--- src/rtl/glm_domain_pipe.sv ---
// Multi-lane GLM domain polynomial for the masked PRINCE S-box.
// Stage 1 holds AND-only monomials and stage 2 holds their XOR compression, so the two layers are separated by a register.
module glm_domain_pipe #(
    parameter int          N_LANES  = 16,
    parameter logic [3:0]  DOM_MASK = 4'b0100
) (
    input  logic                   clk,
    input  logic                   rst_n,
    input  logic                   hold,
    input  logic                   in_valid,
    input  logic [4*N_LANES-1:0]   x_sh,
    input  logic [4*N_LANES-1:0]   y_sh,
    output logic                   out_valid,
    output logic [4*N_LANES-1:0]   s_out,
    output logic [4*N_LANES-1:0]   t_out
);

    localparam int W = 4*N_LANES;

    // Indices of the monomials held in stage 1.
    localparam int L1   = 0;
    localparam int L3   = 1;
    localparam int Q01  = 2;
    localparam int Q02  = 3;
    localparam int Q03  = 4;
    localparam int Q12  = 5;
    localparam int Q13  = 6;
    localparam int Q23  = 7;
    localparam int C012 = 8;
    localparam int C013 = 9;
    localparam int C023 = 10;
    localparam int C123 = 11;

    logic [N_LANES-1:0] a0, a1, a2, a3;

    // DOM_MASK is a constant, so each share selection reduces to plain wiring.
    for (genvar l = 0; l < N_LANES; l++) begin : g_sel
        assign a0[l] = DOM_MASK[0] ? x_sh[4*l+0] : y_sh[4*l+0];
        assign a1[l] = DOM_MASK[1] ? x_sh[4*l+1] : y_sh[4*l+1];
        assign a2[l] = DOM_MASK[2] ? x_sh[4*l+2] : y_sh[4*l+2];
        assign a3[l] = DOM_MASK[3] ? x_sh[4*l+3] : y_sh[4*l+3];
    end

    logic [N_LANES-1:0][11:0] st1_d, st1_q;
    logic [W-1:0]             s_d, s_q, t_d, t_q;
    logic                     v1_q, ov_q;

    always_comb begin
        st1_d = '0;
        for (int l = 0; l < N_LANES; l++) begin
            st1_d[l][L1]   = a1[l];
            st1_d[l][L3]   = a3[l];
            st1_d[l][Q01]  = a0[l] & a1[l];
            st1_d[l][Q02]  = a0[l] & a2[l];
            st1_d[l][Q03]  = a0[l] & a3[l];
            st1_d[l][Q12]  = a1[l] & a2[l];
            st1_d[l][Q13]  = a1[l] & a3[l];
            st1_d[l][Q23]  = a2[l] & a3[l];
            st1_d[l][C012] = a0[l] & a1[l] & a2[l];
            st1_d[l][C013] = a0[l] & a1[l] & a3[l];
            st1_d[l][C023] = a0[l] & a2[l] & a3[l];
            st1_d[l][C123] = a1[l] & a2[l] & a3[l];
        end
    end

    always_comb begin
        s_d = '0;
        t_d = '0;
        for (int l = 0; l < N_LANES; l++) begin
            s_d[4*l+0] = st1_q[l][C012] ^ st1_q[l][Q23] ^ st1_q[l][Q01];
            s_d[4*l+1] = st1_q[l][C012] ^ st1_q[l][C123] ^ st1_q[l][Q13];
            s_d[4*l+2] = st1_q[l][C013] ^ st1_q[l][C123] ^ st1_q[l][Q03] ^ st1_q[l][Q13];
            s_d[4*l+3] = st1_q[l][L1] ^ st1_q[l][Q01] ^ st1_q[l][Q12] ^ st1_q[l][Q13]
                       ^ st1_q[l][Q23] ^ st1_q[l][C012] ^ st1_q[l][C013] ^ st1_q[l][C023];
            t_d[4*l+0] = st1_q[l][C013] ^ st1_q[l][C023] ^ st1_q[l][Q23] ^ st1_q[l][Q01];
            t_d[4*l+1] = st1_q[l][C012] ^ st1_q[l][Q13] ^ st1_q[l][Q23];
            t_d[4*l+2] = st1_q[l][C012] ^ st1_q[l][C013] ^ st1_q[l][Q02] ^ st1_q[l][Q13];
            t_d[4*l+3] = st1_q[l][L3] ^ st1_q[l][Q01] ^ st1_q[l][Q03] ^ st1_q[l][Q13]
                       ^ st1_q[l][Q23] ^ st1_q[l][C012] ^ st1_q[l][C023] ^ st1_q[l][C123];
        end
    end

    // Data loads on every non-hold edge; out_valid alone qualifies the result.
    always_ff @(posedge clk or negedge rst_n) begin
        if (!rst_n) begin
            st1_q <= '0;
            s_q   <= '0;
            t_q   <= '0;
            v1_q  <= 1'b0;
            ov_q  <= 1'b0;
        end else if (!hold) begin
            st1_q <= st1_d;
            s_q   <= s_d;
            t_q   <= t_d;
            v1_q  <= in_valid;
            ov_q  <= v1_q;
        end
    end

    assign out_valid = ov_q;
    assign s_out     = s_q;
    assign t_out     = t_q;

endmodule
--- config.mk ---
export PLATFORM = sky130hd
export DESIGN_NAME = glm_domain_pipe
export DESIGN_NICKNAME = d
export VERILOG_FILES = /design/src/rtl/glm_domain_pipe.sv
export SDC_FILE = /design/constraint.sdc
export NUM_CORES = 1
export LEC_CHECK = 0
export BUFFER_PORTS_ARGS = -buffer_cell sky130_fd_sc_hd__buf_2
export CORE_MARGIN = 5
export CORE_UTILIZATION = 49
export DETAILED_ROUTE_END_ITERATION = 12
export PLACE_DENSITY = 0.71
export SYNTH_ARGS = -nofsm -noshare
export SYNTH_HDL_FRONTEND = slang
export SYNTH_SLANG_ARGS = --single-unit
--- constraint.sdc ---
create_clock -name clk -period 3.89 [get_ports clk]
set_input_delay 0.1945 -clock clk [delete_from_list [all_inputs] [get_ports clk]]
set_output_delay 0.1945 -clock clk [all_outputs]
set_load 0.05 [all_outputs]
==> results.txt, run 1 <==
status - completed
mux share of post-synthesis cell area - 1.32%
DP Cell Count - 1977
# rows - 64
cells after synthesis - 1430
Detailed Place HPWL - 20600 µm
DRT antenna net count - 0
GP Congestion - 0.783
Multi-input gate area - 7020 µm²
HP Class - in -> reg
root buffer cell - clkbuf_16
synthesis-to-layout area growth - 23.2%
count leader, synth - nand2_1
Mapped Avg Cell Area - 10.7 µm²
Placed Area - 16800 µm²
die area - 35000 µm²
vias in the first global route - 10900
synthesized area - 15300 µm²
Final period util - 39.3%
max-slew violations - 0
post-synthesis sequential area ratio - 52.5%
fraction of registers with async set/reset - 100%
setup violators final - 0
vias per inst - 4.94
final worst slack - 2.36 ns
xor and xnor area share after synthesis - 22.7%
Syn Nets - 1562
Worst Setup Start Kind - flip-flop
diodes inserted - 0
starting density of the core - 49.9%
compound-gate portion of the synthesized area - 8.87%
slowest CP cell - xnor3_2
post-layout min period - 1.53 ns
P per Cell Area - 579 nW/µm²
Finished Core Util - 61.5%
Final #Nets - 1846
IO Count - 261
top cells by count, synth - nand2_1 (432), dfrtp_1 (322), o21ai_0 (240), xnor2_1 (82), xor2_1 (79)
global route overflow - 0
# hold bufs at CTS - 94
worst-margin pin slew - 0.993 ns
I/O Buffers - 196
largest family of logic cells by synthesized area - XOR/XNOR gates
Post-CTS Resized - 0
DRT Wirelength - 30900 µm
Synth top area share - 52.5%
die extent in y - 187 µm
first-pass GRT wire length - 54000 µm
clk buf depth - 3
DRC - 0
nature of the critical path endpoint - flip-flop
FF+latch count, synth - 322
fin area - 18900 µm²
Worst EP required - 4.31 ns
P_leak - 9.14 nW
unrepaired setup endpoints after global routing - no
max cap viols - 0
Final Non-Filler Cells - 2138
Post-synth EDFFs - 0
crit path cell chain - xnor3_2, xnor3_1, o21ai_1
Setup TNS - 0 ns
Yosys Warn Count - 0
Storage cell area - 8060 µm²
Synth Area in Adders - 0%
synth unique cells - 16
Post-Synth Simple-Gate Area - 12.9%
DR pass1 iterations - 5
clk_lat worst skew - 0.51 ns
pre-CTS WS - 2.10 ns
1st-iter DRT viols - 593
CTS tree - done
CP max stage delay - 0.47 ns
Max Freq - 654 MHz
setup bufs post-CTS - 0
top_reg_cell synth - dfrtp_1
Clock Skew - 0.0139 ns
clock transition at the registers of the reported paths - 0.06 ns
area leader, netlist - dfrtp_1
FILL cells - 2461
critical path arrival - 1.95 ns
layout cells sized above 1 - 18.2%
Slew HR - 33.8%
GRT Overall Usage - 18.0%
largest net degree at the start of global routing - 177
DIE WIDTH - 187 µm
type of the worst setup path - reg -> reg
main area contributors after synthesis - dfrtp_1 (53%), nand2_1 (11%), xnor3_1 (9.2%)
Core Region - 30700 µm²
VDD IR max - 0.413 mV
# H-tree levels - 2
final hold violations - 0
total CTS buffers - 37
routed via count - 10600
CP Max Fanout - 3
wire per inst - 14.5 µm
CTS Sinks - 322
initial antenna violation count - 1
[cell type report]
| class | instances | share of cell area, % |
|---|---|---|
| flip-flops and latches | 322 | 42.6 |
| clock buffers | 59 | 5.65 |
| clock inverters | 8 | 0.549 |
| repair buffers | 311 | 11.4 |
| multi-input cells | 1042 | 37.2 |
| well taps | 396 | 2.62 |
[per-layer routing]
| metal | up-vias | track usage (%) | wire (µm) |
|---|---|---|---|
| li1 | 5270 | - | - |
| met1 | 5035 | 24.5 | 14000 |
| met2 | 211 | 30.1 | 15000 |
| met3 | 48 | 3.32 | 1320 |
| met4 | 2 | 5.01 | 684 |
| met5 | - | 0 | 7 |
[cell families after synthesis]
kind of cell / after synthesis
AND/OR/NAND/NOR: 496
flip-flops: 322
AO/OA/AOI/OAI: 272
XOR/XNOR: 256
buffers and inverters: 66
multiplexers: 18
[critical path, delay by kind of cell (launching register included)]
| kind | cells | cell delay, ns |
|---|---|---|
| flops | 1 | 0.41 |
| xor+xnor | 2 | 0.90 |
| compound gates | 1 | 0.14 |
[final timing paths]
kind | startpoint | depth (start not counted) | to | slack (ns)
max reg2reg | st1_q[134] | 3 | t_out[47] | 2.36
min reg2reg | t_out[29] | 2 | t_out[29] | 0.48
max | st1_q[134] | 3 | t_out[47] | 2.36
min | hold | 3 | s_out[3] | 0.23
min in group asynchronous | rst_n | 2 | st1_q[180] | 0.44
max in group asynchronous | rst_n | 3 | st1_q[138] | 2.47
[per-stage QoR]
stage / power [mW] / hold WS [ns]
2_1_floorplan: 6.75 / -0.101
3_3_place_gp: 7.56 / 0.399
3_5_place_dp: 7.61 / 0.410
4_1_cts: 11.1 / 0.268
5_1_grt: 11.5 / 0.290
6_report: 10.9 / 0.234
[where the power goes]
group | internal, mW | switching, mW
registers | 3.86 | 0.369
clock network | 2.02 | 1.31
logic | 1.18 | 2.20
total | 7.06 | 3.88
[cells in the final DEF, fill, tap and decap left out, types with 6 or more instances in the layout]
cell             n
nand2_1        432
xnor3_2         15
o21ai_0        240
dfrtp_1        322
xnor2_1         82
buf_4           17
clkbuf_1        16
dlygate4sd3_1   94
xor2_1          79
mux2_2          18
nand2b_1        32
clkbuf_8         6
clkbuf_16       37
xnor3_1         63
nand3_1         32
xor2_2          15
buf_2          194
o21ai_1         32
[sequential cells by signal, indices dropped and copies added, names as in the netlist]
name       flops
out_valid      1
s_out         64
st1_q        192
t_out         64
v1_q           1
(Power assumes the default switching activity.)
==> run 2, diff against run 1 <==
==> constraint.sdc (replaced) <==
create_clock -name clk -period 1.6 [get_ports clk]
set_input_delay 0.08 -clock clk [delete_from_list [all_inputs] [get_ports clk]]
set_output_delay 0.08 -clock clk [all_outputs]
set_load 0.05 [all_outputs]
==> run 2 against run 1 <==
Effect of this change: wire length up 4.1%; worst hold slack worse by 0.18 ns; maximum frequency up 1.5%; first-iteration DRC count down 11%; utilization up 0.94 points; largest cell class unchanged.
==> results.txt, run 2 (synthesis results as in run 1) <==
final hold violations - 0 (unchanged)
Reg power frac - 38.6% (about the same)
Clock Power Share - 30.2% (was 30.5%)
vias per inst - 4.98 (was 4.94)
clock transition at the registers of the reported paths - 0.06 ns (about the same)
CTS tree - done (unchanged)
worst r2r src - st1_q[7] (was st1_q[134])
clk buf depth - 3 (unchanged)
worst-margin pin slew - 0.377 ns (was 0.993 ns)
GRT Overall Usage - 18.7% (was 18.0%)
Switching Fraction - 35.6% (was 35.5%)
reg2reg path depth - 3 (unchanged)
synthesis-to-layout area growth - 25.1% (was 23.2%)
most frequent cells in the layout - nand2_1 (432), dfrtp_1 (322), o21ai_0 (240), buf_2 (194), dlygate4sd3_1 (99) (was nand2_1 (432), dfrtp_1 (322), o21ai_0 (240), buf_2 (194), dlygate4sd3_1 (94))
unrepaired setup endpoints after global routing - no (unchanged)
IO Count - 261 (unchanged)
Clock Skew - 0.0128 ns (was 0.0139 ns)
1st-iter DRT viols - 530 (was 593)
root buffer cell - clkbuf_16 (unchanged)
total CTS buffers - 37 (unchanged)
# rows - 64 (unchanged)
Slew HR - 74.9% (was 33.8%)
P_leak - 9.30 nW (was 9.14 nW)
DIE WIDTH - 187 µm (unchanged)
clk_lat worst skew - 0.51 ns (about the same)
max-slew violations - 0 (unchanged)
Core Region - 30700 µm² (unchanged)
Finished Core Util - 62.4% (was 61.5%)
type of the worst setup path - reg -> reg (unchanged)
starting density of the core - 49.9% (unchanged)
Final period util - 94.2% (was 39.3%)
HP Class - in -> async (was in -> reg)
P_int - 17.2 mW (was 7.06 mW)
Worst Setup Start Kind - flip-flop (unchanged)
vias in the first global route - 11300 (was 10900)
CP max stage delay - 0.48 ns (was 0.47 ns)
CTS Sinks - 322 (unchanged)
switching power - 9.48 mW (was 3.88 mW)
VDD IR max - 1.11 mV (was 0.413 mV)
# hold bufs at CTS - 99 (was 94)
Largest register FFs - 192 (unchanged)
GP Congestion - 0.806 (was 0.783)
initial antenna violation count - 3 (was 1)
DRT antenna net count - 0 (unchanged)
routed via count - 10800 (was 10600)
wire per inst - 14.9 µm (was 14.5 µm)
first-pass GRT wire length - 56000 µm (was 54000 µm)
crit path cell chain - xnor3_2, xnor3_1, o21ai_1 (unchanged)
global route overflow - 0 (unchanged)
Detailed Place HPWL - 21900 µm (was 20600 µm)
largest net degree at the start of global routing - 72 (was 177)
Post-CTS Resized - 0 (unchanged)
status - completed (unchanged)
Most flops, register - st1_q (unchanged)
DR pass1 iterations - 5 (unchanged)
DRC - 0 (unchanged)
worst reg2reg setup slack - 0.09 ns (was 2.36 ns)
P per Cell Area - 1390 nW/µm² (was 579 nW/µm²)
CP Max Fanout - 4 (was 3)
Setup TNS - 0 ns (unchanged)
Buf/Inv on CP - 0 (unchanged)
commonest non-fill, non-tap cell in the layout - nand2_1 (unchanged)
# H-tree levels - 2 (unchanged)
layout cells sized above 1 - 19.5% (was 18.2%)
post-layout min period - 1.51 ns (was 1.53 ns)
max cap viols - 0 (unchanged)
I/O Buffers - 196 (unchanged)
slowest CP cell - dfrtp_1 (was xnor3_2)
setup bufs post-CTS - 0 (unchanged)
Final #Nets - 1874 (was 1846)
Logic pwr share - 31.1% (was 30.9%)
crit-path leading delay family - XOR/XNOR gates (unchanged)
die extent in y - 187 µm (unchanged)
Worst EP required - 2.03 ns (was 4.31 ns)
setup violators final - 0 (unchanged)
Max Freq - 664 MHz (was 654 MHz)
RR Endpoint - t_out[3] (was t_out[47])
nature of the critical path endpoint - flip-flop (unchanged)
die area - 35000 µm² (unchanged)
critical path arrival - 1.94 ns (was 1.95 ns)
FILL cells - 2465 (was 2461)
DRT Wirelength - 32200 µm (was 30900 µm)
==> run 2: final cells by class <==
class / instances / area (µm²) / area share, %
Timing Repair Buffer: 339 / 2430 / 12.7
Multi-Input combinational cell: 1042 / 7020 / 36.6
Antenna cell: 2 / 5.00 / 0.0261
Clock buffer: 56 / 1130 / 5.89
Tap cell: 396 / 495 / 2.58
Clock inverter: 7 / 41.3 / 0.215
Sequential cell: 322 / 8060 / 42.0
==> run 2: layer usage <==
layer / up-vias / routed length, µm / share of wire (%) / GRT usage [%]
met3: 53 / 1340 / 4.2 / 3.27
met2: 233 / 16200 / 50 / 32.4
met1: 5174 / 14000 / 43 / 24.6
met4: 2 / 643 / 2.0 / 5.20
li1: 5323 / - / - / -
met5: - / 10 / 0.031 / 0
==> run 2: power by group through the flow <==
stage / clock network (mW) / registers, mW / logic (mW)
after detailed placement: 0 / 10.4 / 8.13
after global placement: 0 / 10.4 / 8.04
after floorplan: 0 / 13.4 / 2.98
after CTS: 8.29 / 10.3 / 8.37
final: 8.05 / 10.3 / 8.30
after global routing: 8.63 / 10.5 / 8.86
==> run 2: metrics by stage <==
stage          setup slack [ns]  instance area [µm²]  total power [mW]  std cells  hold WS (ns)
2_1_floorplan             0.235                15300              16.4       1430        -0.216
3_3_place_gp              0.168                17000              18.4       2000     0.0000160
3_5_place_dp              0.134                17000              18.6       2000       0.00362
4_1_cts                   0.101                19200              27.0       2162        0.0581
5_1_grt                  0.0439                19200              28.0       2164        0.0818
6_report                 0.0929                19200              26.7       2164        0.0586
==> run 2: worst max path at each step <==
stage | from | endpoint | slack, ns | depth (start not counted)
after floorplan | st1_q[31] | t_out[11] | 0.23 | 3
after global placement | st1_q[7] | t_out[3] | 0.17 | 3
after detailed placement | st1_q[151] | t_out[51] | 0.13 | 3
after CTS | st1_q[182] | s_out[63] | 0.10 | 3
after global routing | st1_q[182] | s_out[63] | 0.04 | 3
final | st1_q[7] | t_out[3] | 0.09 | 3
==> run 3, diff against run 2 <==
==> config.mk (replaced) <==
export PLATFORM = sky130hd
export DESIGN_NAME = glm_domain_pipe
export DESIGN_NICKNAME = d
export VERILOG_FILES = /design/src/rtl/glm_domain_pipe.sv
export SDC_FILE = /design/constraint.sdc
export NUM_CORES = 1
export LEC_CHECK = 0
export CORE_MARGIN = 5
export CORE_UTILIZATION = 30
export DETAILED_ROUTE_END_ITERATION = 12
export DONT_BUFFER_PORTS = 1
export SYNTH_ARGS = -nofsm -noshare
export SYNTH_HDL_FRONTEND = slang
export SYNTH_SLANG_ARGS = --single-unit
==> run 3 against run 2 <==
Effect of this change: worst hold slack lost 0.83 ns; critical path type is now in -> reg; global-route usage decreased by 5.9 points; wire length rose by 11%; maximum frequency fell by 6.5%; highest routed layer unchanged; power up 2.9%; largest cell class unchanged; the flow now finishes with violations (negative hold slack, negative setup slack); first-iteration DRC count is 5.3% higher; combinational power shrank 33%; count of clock-buffer cells in the layout increased by 5.
==> results.txt, run 3 (synthesis results as in run 1) <==
GR Util met3 - 4.32% (was 3.27%)
P_leak - 9.63 nW (was 9.30 nW)
VDD IR max - 0.904 mV (was 1.11 mV)
setup violators final - 1 (was 0)
Placed Area - 16200 µm² (was 17000 µm²)
global route overflow - 0 (unchanged)
GP Congestion - 0.748 (was 0.806)
worst reg2reg setup slack - 0.06 ns (was 0.09 ns)
I/O Buffers - 0 (was 196)
Max Freq - 621 MHz (was 664 MHz)
final hold violations - 407 (was 0)
DIE WIDTH - 236 µm (was 187 µm)
worst-margin pin slew - 0.832 ns (was 0.377 ns)
largest net degree at the start of global routing - 595 (was 72)
die area - 55800 µm² (was 35000 µm²)
post-layout min period - 1.61 ns (was 1.51 ns)
total CTS buffers - 40 (was 37)
# rows - 82 (was 64)
critical path arrival - 2.10 ns (was 1.94 ns)
RR Endpoint - s_out[28] (was t_out[3])
CTS Sinks - 322 (unchanged)
vias per inst - 4.46 (was 4.98)
Worst EP required - 2.09 ns (was 2.03 ns)
Final #Nets - 1896 (was 1874)
Core Region - 50400 µm² (was 30700 µm²)
clock transition at the registers of the reported paths - 0.05 ns (was 0.06 ns)
IO Count - 261 (unchanged)
DRC - 0 (unchanged)
vias in the first global route - 11600 (was 11300)
DRT Wirelength - 35800 µm (was 32200 µm)
# hold bufs at CTS - 327 (was 99)
clk buf depth - 3 (unchanged)
CP Max Fanout - 5 (was 4)
Setup TNS - -0.0112 ns (was 0 ns)
Most flops, register - st1_q (unchanged)
status - finished, violations left (was completed)
max-slew violations - 0 (unchanged)
P per Cell Area - 1320 nW/µm² (was 1390 nW/µm²)
Pwr Total - 27.4 mW (was 26.7 mW)
reg2reg path depth - 4 (was 3)
1st-iter DRT viols - 558 (was 530)
die extent in y - 236 µm (was 187 µm)
failing checks - negative hold slack, negative setup slack
first-pass GRT wire length - 60300 µm (was 56000 µm)
final worst slack - -0.0112 ns (was 0.0929 ns)
GR Util met2 - 21.2% (was 32.4%)
root buffer cell - clkbuf_16 (unchanged)
Most Crowded Layer GR - met2 (unchanged)
GRT Overall Usage - 12.8% (was 18.7%)
DR pass1 iterations - 5 (unchanged)
most frequent cells in the layout - nand2_1 (432), dfrtp_1 (315), dlygate4sd3_1 (309), o21ai_0 (238), xnor2_1 (81) (was nand2_1 (432), dfrtp_1 (322), o21ai_0 (240), buf_2 (194), dlygate4sd3_1 (99))
unrepaired setup endpoints after global routing - no (unchanged)
Largest register FFs - 192 (unchanged)
synthesis-to-layout area growth - 35.8% (was 25.1%)
clk_lat worst skew - 0.55 ns (was 0.51 ns)
Detailed Place HPWL - 20300 µm (was 21900 µm)
Final period util - 101% (was 94.2%)
initial antenna violation count - 3 (unchanged)
layout cells sized above 1 - 8.52% (was 19.5%)
CTS tree - done (unchanged)
max cap viols - 0 (unchanged)
DRT antenna net count - 0 (unchanged)
HP Class - in -> async (unchanged)
type of the worst setup path - in -> reg (was reg -> reg)
Clock Skew - 0.0192 ns (was 0.0128 ns)
wire per inst - 14.5 µm (was 14.9 µm)
worst r2r src - st1_q[91] (was st1_q[7])
GR Util met1 - 16.2% (was 24.6%)
fin area - 20800 µm² (was 19200 µm²)
# H-tree levels - 2 (unchanged)
commonest non-fill, non-tap cell in the layout - nand2_1 (unchanged)
WHS - -0.775 ns (was 0.0586 ns)
nature of the critical path endpoint - flip-flop (unchanged)
starting density of the core - 30.5% (was 49.9%)
Slew HR - 44.5% (was 74.9%)
Worst Setup Start Kind - input port (was flip-flop)
routed via count - 11000 (was 10800)
## run 3: changes by cell type in the layout (fill, tap and decap cells not counted), sizes merged
cell and change:
inv -1, clkinvlp +1, buf -208, dlymetal6s4s +17, bufinv +2, clkinv +3, dlygate4sd3 +210, clkbuf +5
## run 3: worst max-delay path by stage
stage                from          to  slack [ns]  cells after the start
2_1_floorplan   st1_q[31]   t_out[11]        0.23                      3
3_3_place_gp   st1_q[170]   t_out[59]        0.15                      3
3_5_place_dp    st1_q[50]   t_out[19]        0.12                      3
4_1_cts         out_valid   out_valid        0.03                      2
5_1_grt        st1_q[175]   s_out[56]       0.002                      4
6_report         y_sh[52]  st1_q[159]       -0.01                      5
## run 3: area by class of cell
cell class / count / area, µm²
Clock buffer: 61 / 1200
Multi-Input combinational cell: 1042 / 7050
Fill cell: 4717 / 29500
Tap cell: 672 / 841
Clock inverter: 12 / 134
Sequential cell: 322 / 8070
Timing Repair Buffer: 358 / 3550
Antenna cell: 2 / 5.00
## run 3: power by group
| group | switching [mW] | total [mW] | internal [mW] |
|---|---|---|---|
| Sequential | 3.38 | 12.7 | 9.34 |
| Combinational | 2.57 | 5.59 | 3.02 |
| Clock | 3.61 | 9.13 | 5.52 |
| Total | 9.56 | 27.4 | 17.9 |
## run 3: layer usage
layer	share of wire (%)	up-vias	wire length, µm
met5	0.031	-	11
met4	2.5	2	879
met3	7.0	58	2520
met2	48	209	17000
met1	43	5363	15400
li1	-	5372	-
## run 3: repair_timing
action	CTS	global route
hold endpoints to repair	644	438
resized for setup	0	29
setup buffers	0	0
endpoints found under the setup margin	0	25
## run 3: critical path, cell delays in order
cell and delay, ns:
dlygate4sd3_1 0.65, nand2_1 0.08, dlygate4sd3_1 0.56, o21ai_0 0.17, dlygate4sd3_1 0.57
## run 3: per-stage QoR
stage	utilization (%)	setup WS (ns)	cells	hold WS [ns]
after floorplan	-	0.235	1430	-0.216
after global placement	32.1	0.152	2068	-0.208
after detailed placement	32.1	0.124	2068	-0.208
after CTS	41.2	0.0311	2468	-0.835
after global routing	41.4	0.00215	2469	-0.825
final	41.4	-0.0112	2469	-0.775
